## src/rtl/pixel_buffer.sv

```systemverilog
// pixel_buffer
// Pixel store that sits between the SPI byte receiver and the neural-network
// datapath. Up to DEPTH pixels are shifted in from the SPI side. Once the
// chain is full it can be rotated circularly, one entry per request, so the
// network sees every pixel on TAPS parallel taps (slice k = entry[DEPTH-1-k]).
// The block also tracks the load count and the rotation position, and it
// flags end-of-pass and dropped SPI data (overrun).

module pixel_buffer #(
    parameter int DATA_W = 8,
    parameter int DEPTH  = 72,
    parameter int TAPS   = 2,
    parameter int CNT_W  = $clog2(DEPTH)
) (
    input  logic                     clk,
    input  logic                     n_rst,
    input  logic                     clear,
    input  logic                     spi_valid,
    input  logic [DATA_W-1:0]        spi_in,
    input  logic                     net_start,
    input  logic                     net_shift,
    output logic [TAPS*DATA_W-1:0]   pixel_out,
    output logic [CNT_W:0]           load_cnt,
    output logic [CNT_W-1:0]         rot_pos,
    output logic                     buf_full,
    output logic                     busy,
    output logic                     rot_done,
    output logic                     overrun
);

    // ------------------------------------------------------------------
    // State encoding
    // ------------------------------------------------------------------
    localparam logic [1:0] ST_IDLE    = 2'd0;
    localparam logic [1:0] ST_LOADING = 2'd1;
    localparam logic [1:0] ST_FULL    = 2'd2;
    localparam logic [1:0] ST_ROTATE  = 2'd3;

    // Load count seen on the cycle that accepts the final pixel.
    localparam logic [CNT_W:0]   LAST_LOAD = (CNT_W+1)'(DEPTH - 1);
    // Full count, used as a hard ceiling for the load counter.
    localparam logic [CNT_W:0]   FULL_LOAD = (CNT_W+1)'(DEPTH);
    // Rotation position at which the next accepted shift closes the pass.
    localparam logic [CNT_W-1:0] LAST_POS  = CNT_W'(DEPTH - 1);

    // ------------------------------------------------------------------
    // Storage and control registers
    // ------------------------------------------------------------------
    // chain_r[0] is the input end; chain_r[DEPTH-1] holds the oldest pixel.
    logic [DEPTH-1:0][DATA_W-1:0] chain_r;
    logic [1:0]                   state_r;
    logic [CNT_W:0]               load_cnt_r;
    logic [CNT_W-1:0]             rot_pos_r;
    logic                         buf_full_r;
    logic                         busy_r;
    logic                         rot_done_r;
    logic                         overrun_r;
    logic [TAPS*DATA_W-1:0]       pixel_out_r;

    // ------------------------------------------------------------------
    // Decoded controls for the current cycle
    // ------------------------------------------------------------------
    logic                         load_en_s;   // shift spi_in into the chain
    logic                         drop_s;      // spi_valid arrived while not accepting
    logic                         start_s;     // net_start accepted in FULL
    logic                         rot_en_s;    // net_shift accepted in ROTATE
    logic                         last_s;      // this shift closes the pass
    logic [1:0]                   state_nx_s;
    logic [TAPS*DATA_W-1:0]       tap_s;

    // Decode the request strobes against the current state and pick the next state.
    always_comb begin
        load_en_s  = 1'b0;
        drop_s     = 1'b0;
        start_s    = 1'b0;
        rot_en_s   = 1'b0;
        last_s     = 1'b0;
        state_nx_s = state_r;
        case (state_r)
            ST_IDLE: begin
                load_en_s = spi_valid;
                // DEPTH >= 2, so a single pixel can never fill the chain.
                if (spi_valid) begin
                    state_nx_s = ST_LOADING;
                end else begin
                    state_nx_s = ST_IDLE;
                end
            end
            ST_LOADING: begin
                load_en_s = spi_valid;
                if (spi_valid && (load_cnt_r == LAST_LOAD)) begin
                    state_nx_s = ST_FULL;
                end else begin
                    state_nx_s = ST_LOADING;
                end
            end
            ST_FULL: begin
                drop_s  = spi_valid;
                // A shift on the same cycle as the start is deliberately ignored.
                start_s = net_start;
                if (net_start) begin
                    state_nx_s = ST_ROTATE;
                end else begin
                    state_nx_s = ST_FULL;
                end
            end
            ST_ROTATE: begin
                drop_s   = spi_valid;
                rot_en_s = net_shift;
                last_s   = net_shift && (rot_pos_r == LAST_POS);
                if (last_s) begin
                    state_nx_s = ST_FULL;
                end else begin
                    state_nx_s = ST_ROTATE;
                end
            end
            default: begin
                state_nx_s = ST_IDLE;
            end
        endcase
    end

    // Gather the TAPS oldest entries; slice k carries entry[DEPTH-1-k].
    always_comb begin
        tap_s = '0;
        for (int k = 0; k < TAPS; k++) begin
            tap_s[k*DATA_W +: DATA_W] = chain_r[DEPTH-1-k];
        end
    end

    // ------------------------------------------------------------------
    // Sequential state
    // ------------------------------------------------------------------

    // FSM state register; clear forces the buffer back to empty.
    always_ff @(posedge clk or negedge n_rst) begin
        if (!n_rst) begin
            state_r <= ST_IDLE;
        end else if (clear) begin
            state_r <= ST_IDLE;
        end else begin
            state_r <= state_nx_s;
        end
    end

    // Pixel chain: shift in new SPI data while loading, rotate oldest-to-input while rotating.
    always_ff @(posedge clk or negedge n_rst) begin
        if (!n_rst) begin
            chain_r <= '0;
        end else if (clear) begin
            chain_r <= '0;
        end else if (load_en_s) begin
            chain_r <= {chain_r[DEPTH-2:0], spi_in};
        end else if (rot_en_s) begin
            chain_r <= {chain_r[DEPTH-2:0], chain_r[DEPTH-1]};
        end else begin
            chain_r <= chain_r;
        end
    end

    // Count accepted pixels; the counter can never pass DEPTH.
    always_ff @(posedge clk or negedge n_rst) begin
        if (!n_rst) begin
            load_cnt_r <= '0;
        end else if (clear) begin
            load_cnt_r <= '0;
        end else if (load_en_s && (load_cnt_r != FULL_LOAD)) begin
            load_cnt_r <= load_cnt_r + (CNT_W+1)'(1);
        end else begin
            load_cnt_r <= load_cnt_r;
        end
    end

    // Rotation position: zeroed at pass start and at pass end, otherwise counts accepted shifts.
    always_ff @(posedge clk or negedge n_rst) begin
        if (!n_rst) begin
            rot_pos_r <= '0;
        end else if (clear) begin
            rot_pos_r <= '0;
        end else if (start_s || last_s) begin
            rot_pos_r <= '0;
        end else if (rot_en_s) begin
            rot_pos_r <= rot_pos_r + CNT_W'(1);
        end else begin
            rot_pos_r <= rot_pos_r;
        end
    end

    // Full flag: set with the final pixel and held through every later pass.
    always_ff @(posedge clk or negedge n_rst) begin
        if (!n_rst) begin
            buf_full_r <= 1'b0;
        end else if (clear) begin
            buf_full_r <= 1'b0;
        end else if (load_en_s && (state_nx_s == ST_FULL)) begin
            buf_full_r <= 1'b1;
        end else begin
            buf_full_r <= buf_full_r;
        end
    end

    // Busy spans the rotation pass, from the accepted start to the closing shift.
    always_ff @(posedge clk or negedge n_rst) begin
        if (!n_rst) begin
            busy_r <= 1'b0;
        end else if (clear) begin
            busy_r <= 1'b0;
        end else if (start_s) begin
            busy_r <= 1'b1;
        end else if (last_s) begin
            busy_r <= 1'b0;
        end else begin
            busy_r <= busy_r;
        end
    end

    // End-of-pass pulse, high for exactly the cycle after the closing shift.
    always_ff @(posedge clk or negedge n_rst) begin
        if (!n_rst) begin
            rot_done_r <= 1'b0;
        end else if (clear) begin
            rot_done_r <= 1'b0;
        end else begin
            rot_done_r <= last_s;
        end
    end

    // Sticky overrun: any SPI pixel offered while the chain is not accepting.
    always_ff @(posedge clk or negedge n_rst) begin
        if (!n_rst) begin
            overrun_r <= 1'b0;
        end else if (clear) begin
            overrun_r <= 1'b0;
        end else if (drop_s) begin
            overrun_r <= 1'b1;
        end else begin
            overrun_r <= overrun_r;
        end
    end

    // Output taps, sampled from the chain every cycle so they lag a chain update by one edge.
    always_ff @(posedge clk or negedge n_rst) begin
        if (!n_rst) begin
            pixel_out_r <= '0;
        end else if (clear) begin
            pixel_out_r <= '0;
        end else begin
            pixel_out_r <= tap_s;
        end
    end

    // ------------------------------------------------------------------
    // Port drive (all outputs come straight from registers)
    // ------------------------------------------------------------------
    assign pixel_out = pixel_out_r;
    assign load_cnt  = load_cnt_r;
    assign rot_pos   = rot_pos_r;
    assign buf_full  = buf_full_r;
    assign busy      = busy_r;
    assign rot_done  = rot_done_r;
    assign overrun   = overrun_r;

endmodule

```

## config.mk

```make
export PLATFORM = sky130hd
export DESIGN_NAME = pixel_buffer
export DESIGN_NICKNAME = d
export VERILOG_FILES = /design/src/rtl/pixel_buffer.sv
export SDC_FILE = /design/constraint.sdc
export NUM_CORES = 1
export LEC_CHECK = 0
export ABC_AREA = 1
export CAP_MARGIN = 40
export CORE_UTILIZATION = 55
export DETAILED_ROUTE_END_ITERATION = 8
export GPL_TIMING_DRIVEN = 1
export PLACE_DENSITY = 0.72
export SETUP_SLACK_MARGIN = 0.1
export SLEW_MARGIN = 20
export SYNTH_ARGS = -nofsm -noshare
export SYNTH_HDL_FRONTEND = slang
export SYNTH_SLANG_ARGS = --single-unit
```

## constraint.sdc

```tcl
create_clock -name clk -period 2.13 [get_ports clk]
set_input_delay 0.426 -clock clk [delete_from_list [all_inputs] [get_ports clk]]
set_output_delay 0.426 -clock clk [all_outputs]
set_load 0.02 [all_outputs]
```

## Word level (Yosys, flattened, before mapping)

Index checks and enable logic that the tools add are counted.

| word-level totals | value |
|---|---|
| register bits | 613 |
| output and inout bits | 35 |

| cells by class | value |
|---|---|
| muxes and demuxes | 28 |
| equal/unequal tests | 7 |
| $add $sub $neg | 2 |
| reductions and logical operators | 14 |

Operator list:

| cell | number |
|---|---|
| 2-to-1 mux 576 bit | 3 |
| 2-to-1 mux 7 bit | 3 |
| 2-to-1 mux 1 bit | 16 |
| 2-to-1 mux 16 bit | 1 |
| 2-to-1 mux 8 bit | 2 |
| nonzero test 3 bit | 3 |
| adder 8 x 1 -> 8 bit, second input constant | 1 |
| equality test 8 x 7 -> 1 bit, second input constant | 1 |
| != test 8 x 7 -> 1 bit, second input constant | 1 |
| case mux 2 bit (4 select lines) | 1 |
| adder 7 x 1 -> 7 bit, second input constant | 1 |
| equality test 7 bit, second input constant | 1 |
| equality test 2 bit, second input constant | 3 |
| nonzero test 2 bit | 3 |
| logical AND 1 bit | 4 |
| 2-to-1 mux 2 bit | 2 |
| OR reduction 2 bit | 2 |
| equality test 2 x 1 -> 1 bit, second input constant | 1 |
| logical NOT 2 bit | 1 |
| logical OR 1 bit | 1 |

## Depth between registers and ports, before layout

Gate-level depths: netlist of the first run.

| logic depth | value |
|---|---|
| word-level depth | 8 |
| gate-level depth with buffers | 11 |
| gate-level depth less buffers | 10 |

## Worst setup path after synthesis of the first run

Ideal clock, no wire load.

| timing path | value |
|---|---|
| path type | flip-flop to flip-flop |
| from | reg load_cnt_r[0], in the netlist load_cnt[0] |
| to | reg load_cnt_r[2], in the netlist load_cnt[2] |
| cell stages (with the launch flop) | 11 |
| arrival time | 1.438 ns |
| library setup time | 0.132 ns |
| clock period less this slack | 1.570 ns |
| setup slack | 0.560 ns |
| buffers on the path | 1 |
| cell sequence | dfrtp_1 inv_1 ha_1 nand2_1 nor2_1 nand2_1 nand2_1 nand2_1 inv_1 clkbuf_1 o21ai_0 |

| between the ends | value |
|---|---|
| word-level cells in the longest chain between the ends | 3 |

RTL lines:

| element | RTL line | RTL |
|---|---|---|
| start: declaration | 52 | `logic [CNT_W:0] load_cnt_r;` |
| start signal: assignment | 168 | `load_cnt_r <= load_cnt_r + (CNT_W+1)'(1);` |
| start signal: assignment | 170 | `load_cnt_r <= load_cnt_r;` |
| adder 8 x 1 -> 8 bit / != test 8 x 7 -> 1 bit (equally long branches) | 168, 167 |  |
| 2-to-1 mux 8 bit / logical AND 1 bit (equally long branches) | 167 | `end else if (load_en_s && (load_cnt_r != FULL_LOAD)) begin` |
| 2-to-1 mux 8 bit / nonzero test 2 bit (equally long branches) | n/a |  |

Parallel ways exist; a longest one is shown, timed or not. The select of a mux whose other input is x is not followed.
A chain may end at the register's enable or synchronous reset.

## Worst setup path in the final report of the first run

| timing path | value |
|---|---|
| from | reg pixel_out_r[1], in the netlist pixel_out[1] |
| to | out pixel_out[1] |

RTL lines:

| element | RTL line | RTL |
|---|---|---|
| start: declaration | 58 | `logic [TAPS*DATA_W-1:0] pixel_out_r;` |
| start signal: assignment | 248 | `pixel_out_r <= tap_s;` |
| end: declaration | 22 | `output logic [TAPS*DATA_W-1:0] pixel_out,` |

No word-level cell between the ends.

==> impl_metrics.ini, run 1 <==
[clock_tree]
cts-root-buf = clkbuf_16
clkLatencyLatePin_ps = 610
cts_buffer_depth = 3
path_clk_slew_ps = 60
post_cts_buffers = 0
htreeDepth = 2
cts_tree = built
clkSinkCount = 613
cts_made_buffers = 59

[synthesis]
synthAdderAreaFrac_pct = 0.155
yosys-top-cells-area = dfrtp_1 (63%), nand2_1 (18%), o21ai_1 (7.2%)
synth_top_area_share_pct = 63.3
synth.distinct_cells = 25
async_flop_share_pct = 100
synth.cell_area_um2 = 24200
synth.most_common_cell = nand2_1
synth_compound_area_share_pct = 12.6
muxShareOfSynthArea_pct = 0
synth_top_family_by_area = simple AND/OR/NAND/NOR gates
synth-xor-area-share_pct = 0.0723
synth_seq_area_share_pct = 63.3
synth-simple-area-share_pct = 19.5
avgSynthCellArea_um2 = 8.97
synth_common_cells = nand2_1 (1170), dfrtp_1 (613), o21ai_1 (348)
synth_edf_count = 0
ys_ff_latch = 613
syn_nets = 2718
synth_cells = 2701
ys.flop_type = dfrtp_1
synth_top_cell_by_area = dfrtp_1
yosys_warnings = 0

[worst_setup_path]
critPathKind = reg2out
cp_max_fo = 1
worstPathRequired_ps = 1700
start_kind = flip-flop
r2r_cells = 9
arrival_ps = 1540
cp-end-kind = output pin
critPathSlowestCell = clkdlybuf4s50_1
cpLargestDelayFamily = buffers and inverters
crit_cells = 1
cp_num_buf_inv = 1
path_cells = clkdlybuf4s50_1
crit_path_max_incr_delay_ps = 610

[run_status]
status = complete, no violations

[layout]
final_util_pct = 65.1
final_area_um2 = 28200
area_delta_synth_final_pct = 16.2
instances_no_fill = 3375
num-nets-final = 2761
drive_gt1_share_pct = 8.21
diodes = 0

[grt]
overflow = 0
grt_antenna_before_repair = 1
track_usage_pct = 21.3
grt_max_degree = 90
grt_pass1_wl_um = 80000
grt_pass1_vias = 17000

[detailed_routing]
drc = 0
drtIter0Drc = 1432
via_per_inst = 5.12
drt_first_pass_iters = 5
vias = 17300
ant_nets = 0
post_drt_wl_per_cell_um = 13.3
totalWireLength_um = 44900

[die]
die-area_um2 = 44900
placementRows = 76
start_util_pct = 56.0
die_h_um = 212
coreArea_um2 = 43300
chipWidth_um = 212
io_pins = 49

[place]
dpl.cell_count = 3267
portBuffers = 48
dp_hpwl_um = 28000
gp_congestion = 0.777
placement.cell_area_um2 = 26200

[pwr]
power_density_nw_per_um2 = 829
p_comb_share_pct = 5.0
power_frac_clock_pct = 44.9
swShare_pct = 22.0
power_frac_seq_pct = 50.2
leakagePower_nw = 12.5
p_int_w = 0.0182
switching_power_w = 0.00514
ir_drop_v = 0.000535

[hold_path]
hold_class = in2async

[sta]
clock_skew_ps = 13.4
finalHoldViolCount = 0
rsz0062_at_grt = false
relSlewSlack_pct = 68.8
clock.fmax_ghz = 0.509
fin_crit_sh_pct = 92.3
period_needed_ps = 1970
worst_pin_slew_ps = 469
slew_viol_final = 0
setup-tns-final_ps = 0
setup-violations-final = 0
hold_slack_ps = 309

[flow_run]
maxCapViolCount = 0
## cell families after synthesis
family,count (synthesis)
AOI/OAI and AO/OA,607
xor gates and xnor gates,2
adders and majority gates,3
buffers and inverters,235
DFF,613
and+or+nand+nor,1241
## final cells by class
class                           count  area, µm²
Multi-Input combinational cell   1853       7820
Sequential cell                   613      15300
Inverter                           40        158
Clock buffer                       96       1860
Clock inverter                     11        105
Fill cell                        3397      15100
Tap cell                          585        732
Timing Repair Buffer              177       2140
## worst paths after layout
kind,from,slack (ps),endpoint
max in group asynchronous,n_rst,1010,chain_r[271]
min in group clk,chain_r[66],480,chain_r[66]
worst min-delay path,n_rst,310,chain_r[566]
worst max register to register,state_r[1],410,chain_r[404]
worst max-delay path,pixel_out[1],160,pixel_out[1]
worst min register to register,chain_r[66],480,chain_r[66]
## power groups by stage
stage | Clock [W] | Combinational [W] | Sequential [W]
after CTS | 0.0107 | 0.00118 | 0.0117
final | 0.0105 | 0.00116 | 0.0117
after global placement | 0 | 0.00115 | 0.0119
after floorplan | 0 | 0.000540 | 0.0119
after detailed placement | 0 | 0.00118 | 0.0119
after global routing | 0.0112 | 0.00130 | 0.0117
## stage by stage
stage	worst slack (ps)	total power, W
floorplan	560	0.0125
global placement	50.1	0.0131
detailed placement	-2.09	0.0131
CTS	108	0.0236
global route	103	0.0242
finish	164	0.0233
## flip-flops by register name (all words and copies together), names as in the netlist
| register | flops |
|---|---|
| buf_full | 1 |
| rot_pos | 7 |
| chain_r | 576 |
| busy | 1 |
| pixel_out | 16 |
| state_r | 2 |
| overrun | 1 |
| rot_done | 1 |
| load_cnt | 8 |
## what timing repair did
action	in CTS	in global routing
hold endpoints to repair	32	0
setup endpoints to repair	19	1
resized for setup	19	1
hold buffers	1	0
## routing by layer
metal	part of all wire (%)	vias up	track usage (%)
li1	-	8752	-
met1	48	8310	30.0
met2	47	150	34.7
met3	2.9	69	3.50
met4	1.7	2	5.25
met5	0.029	-	0
## worst register-to-register path: cells and delay by family (launching register included)
family	cells	cell delay, ps
buffers and inverters	5	750
flip-flops	1	430
AND/OR/NAND/NOR	3	350
AO/OA/AOI/OAI	1	100
## cell usage in the layout, fill, tap and decap left out, drive strengths merged, types with 4 or more instances in the layout
master         synthesis  routed
clkdlybuf4s50          0      27
nor3                   4       4
dfrtp                613     613
clkbuf                87      96
a21oi                 14      14
buf                  108     129
inv                   40      40
dlygate4sd2            0      19
nand3                 22      22
nand2               1171    1171
clkinv                 0       9
o21ai                591     591
nor2                  41      41
No activity file was read; power rests on OpenSTA's default activity.
==> run 2: changes to the inputs <==
--- a/config.mk
+++ b/config.mk
@@ -16,3 +16,4 @@
 export SYNTH_ARGS = -nofsm -noshare
 export SYNTH_HDL_FRONTEND = slang
 export SYNTH_SLANG_ARGS = --single-unit
+export TNS_END_PERCENT = 1
==> results of run 2 <==
Final layout, timing and power as in run 1 (identical DEF).
==> run 3: changes to the inputs <==
--- a/config.mk
+++ b/config.mk
@@ -6,11 +6,10 @@
 export NUM_CORES = 1
 export LEC_CHECK = 0
 export ABC_AREA = 1
-export CAP_MARGIN = 40
 export CORE_UTILIZATION = 55
 export DETAILED_ROUTE_END_ITERATION = 8
 export GPL_TIMING_DRIVEN = 1
-export PLACE_DENSITY = 0.72
+export PLACE_DENSITY = 0.77
 export SETUP_SLACK_MARGIN = 0.1
 export SLEW_MARGIN = 20
 export SYNTH_ARGS = -nofsm -noshare
==> run 3 against run 2 <==
Compared with the run above:
- clock power is essentially flat
- via count shrank 0.32%
- worst hold slack lost 44 ps
- routed wire length shrank 3.0%
- clock skew grew 13 ps
- critical endpoint is now pixel_out[0]
- largest cell class unchanged
==> impl_metrics.ini, run 3 (synthesis gave the netlist of run 1 again) <==
[worst_setup_path]
reg2reg_to = chain_r[190]
cp_max_fo = 1
arrival_ps = 1570
cpLargestDelayFamily = buffers and inverters
crit_path_max_incr_delay_ps = 610
cp-end-kind = output pin
critPathSlowestCell = clkdlybuf4s50_1
path_cells = clkdlybuf4s50_1
r2r_cells = 9
cp_num_buf_inv = 1
critPathKind = reg2out
start_kind = flip-flop
crit_cells = 1
worstPathRequired_ps = 1700
r2r_setup_slack_ps = 460
r2r-start = state_r[1]
crit_start = pixel_out[0]
crit_end = pixel_out[0]

[pwr]
power_density_nw_per_um2 = 835
switching_power_w = 0.00520
leakagePower_nw = 12.4
swShare_pct = 22.3
ir_drop_v = 0.000745
finalPower_w = 0.0233
p_comb_share_pct = 4.8
power_frac_seq_pct = 50.3
power_frac_clock_pct = 45.0
p_int_w = 0.0181

[detailed_routing]
via_per_inst = 5.14
ant_nets = 0
drc = 0
drt_first_pass_iters = 5
totalWireLength_um = 43600
drtIter0Drc = 1387
vias = 17200
post_drt_wl_per_cell_um = 13.0

[layout]
num-nets-final = 2732
drive_gt1_share_pct = 7.34
layout_commonest_cell = nand2_1
final_cell_mix = nand2_1 (1170), dfrtp_1 (613), o21ai_1 (348)
largest_register = chain_r
area_delta_synth_final_pct = 15.2
largest_reg_flops = 576
diodes = 0

[grt]
track_usage_pct = 20.4
overflow = 0
grt_antenna_before_repair = 0
grt_pass1_vias = 16400
grt_pass1_wl_um = 77100
grt_max_degree = 106

[hold_path]
hold_class = in2async

[clock_tree]
clkSinkCount = 613
clkLatencyLatePin_ps = 630
path_clk_slew_ps = 60
cts-root-buf = clkbuf_16
cts_made_buffers = 60
cts_tree = built
cts_buffer_depth = 3
htreeDepth = 2

[die]
die_h_um = 212
start_util_pct = 56.0
placementRows = 76
die-area_um2 = 44900
chipWidth_um = 212
coreArea_um2 = 43300
io_pins = 49

[place]
gp_congestion = 0.788
place_ws_ps = -16.8
portBuffers = 48
dp_hpwl_um = 26600

[sta]
rsz0062_at_grt = true
slew_viol_final = 0
setup_slack_ps = 134
period_needed_ps = 2000
finalHoldViolCount = 0
setup-violations-final = 0
fin_crit_sh_pct = 93.7
worst_pin_slew_ps = 504
clock.fmax_ghz = 0.501
relSlewSlack_pct = 66.4
clock_skew_ps = 26.7

[flow_run]
maxCapViolCount = 0

[run_status]
status = complete, no violations
## run 3: layout make-up
cell class / count / area, µm²
clock buffers: 86 / 1710
clock inverters: 25 / 265
fillers: 3336 / 15400
inverters: 40 / 158
multi-input cells: 1853 / 7820
flip-flops and latches: 613 / 15300
well taps: 585 / 732
repair buffers: 147 / 1870
## run 3: power by group through the flow
stage                     Sequential (W)  Clock (W)  Combinational (W)
after floorplan                   0.0119          0           0.000540
after global placement            0.0119          0            0.00110
after detailed placement          0.0119          0            0.00112
after CTS                         0.0117     0.0107            0.00113
after global routing              0.0117     0.0112            0.00124
final                             0.0117     0.0105            0.00111
## run 3: routing by layer
layer	vias to the layer above	routed length (µm)	global-route usage [%]
li1	8686	-	-
met1	8235	20900	29.3
met2	233	20500	32.6
met3	73	1500	3.49
met4	0	739	5.20
met5	-	0	0
## run 3: how the worst min path moves through the flow
stage                from      endpoint  slack (ps)  cells past startpoint
floorplan           n_rst      buf_full         130                      0
global route        n_rst  chain_r[175]         280                      2
finish              n_rst  chain_r[175]         270                      2
detailed placement  n_rst  chain_r[191]         330                      1
global placement    n_rst  chain_r[191]         320                      1
CTS                 n_rst  chain_r[175]         260                      2
## run 3: timing repair
action / CTS / global route
endpoints found under the hold margin: 45 / 0
resized for setup: 20 / 1
hold buffers: 1 / 0
setup buffers: 0 / 0
setup endpoints to repair: 20 / 6
## run 3: per-stage QoR
step,cells,setup TNS [ps],util (%),hold slack (ps),area [µm²]
final,3349,0,64.5,265,27900
after floorplan,2701,0,-,130,24200
after global routing,3349,0,64.5,276,27900
after CTS,3349,0,64.5,256,27900
after detailed placement,3237,-16.8,59.9,328,25900
after global placement,3237,0,59.9,324,25900
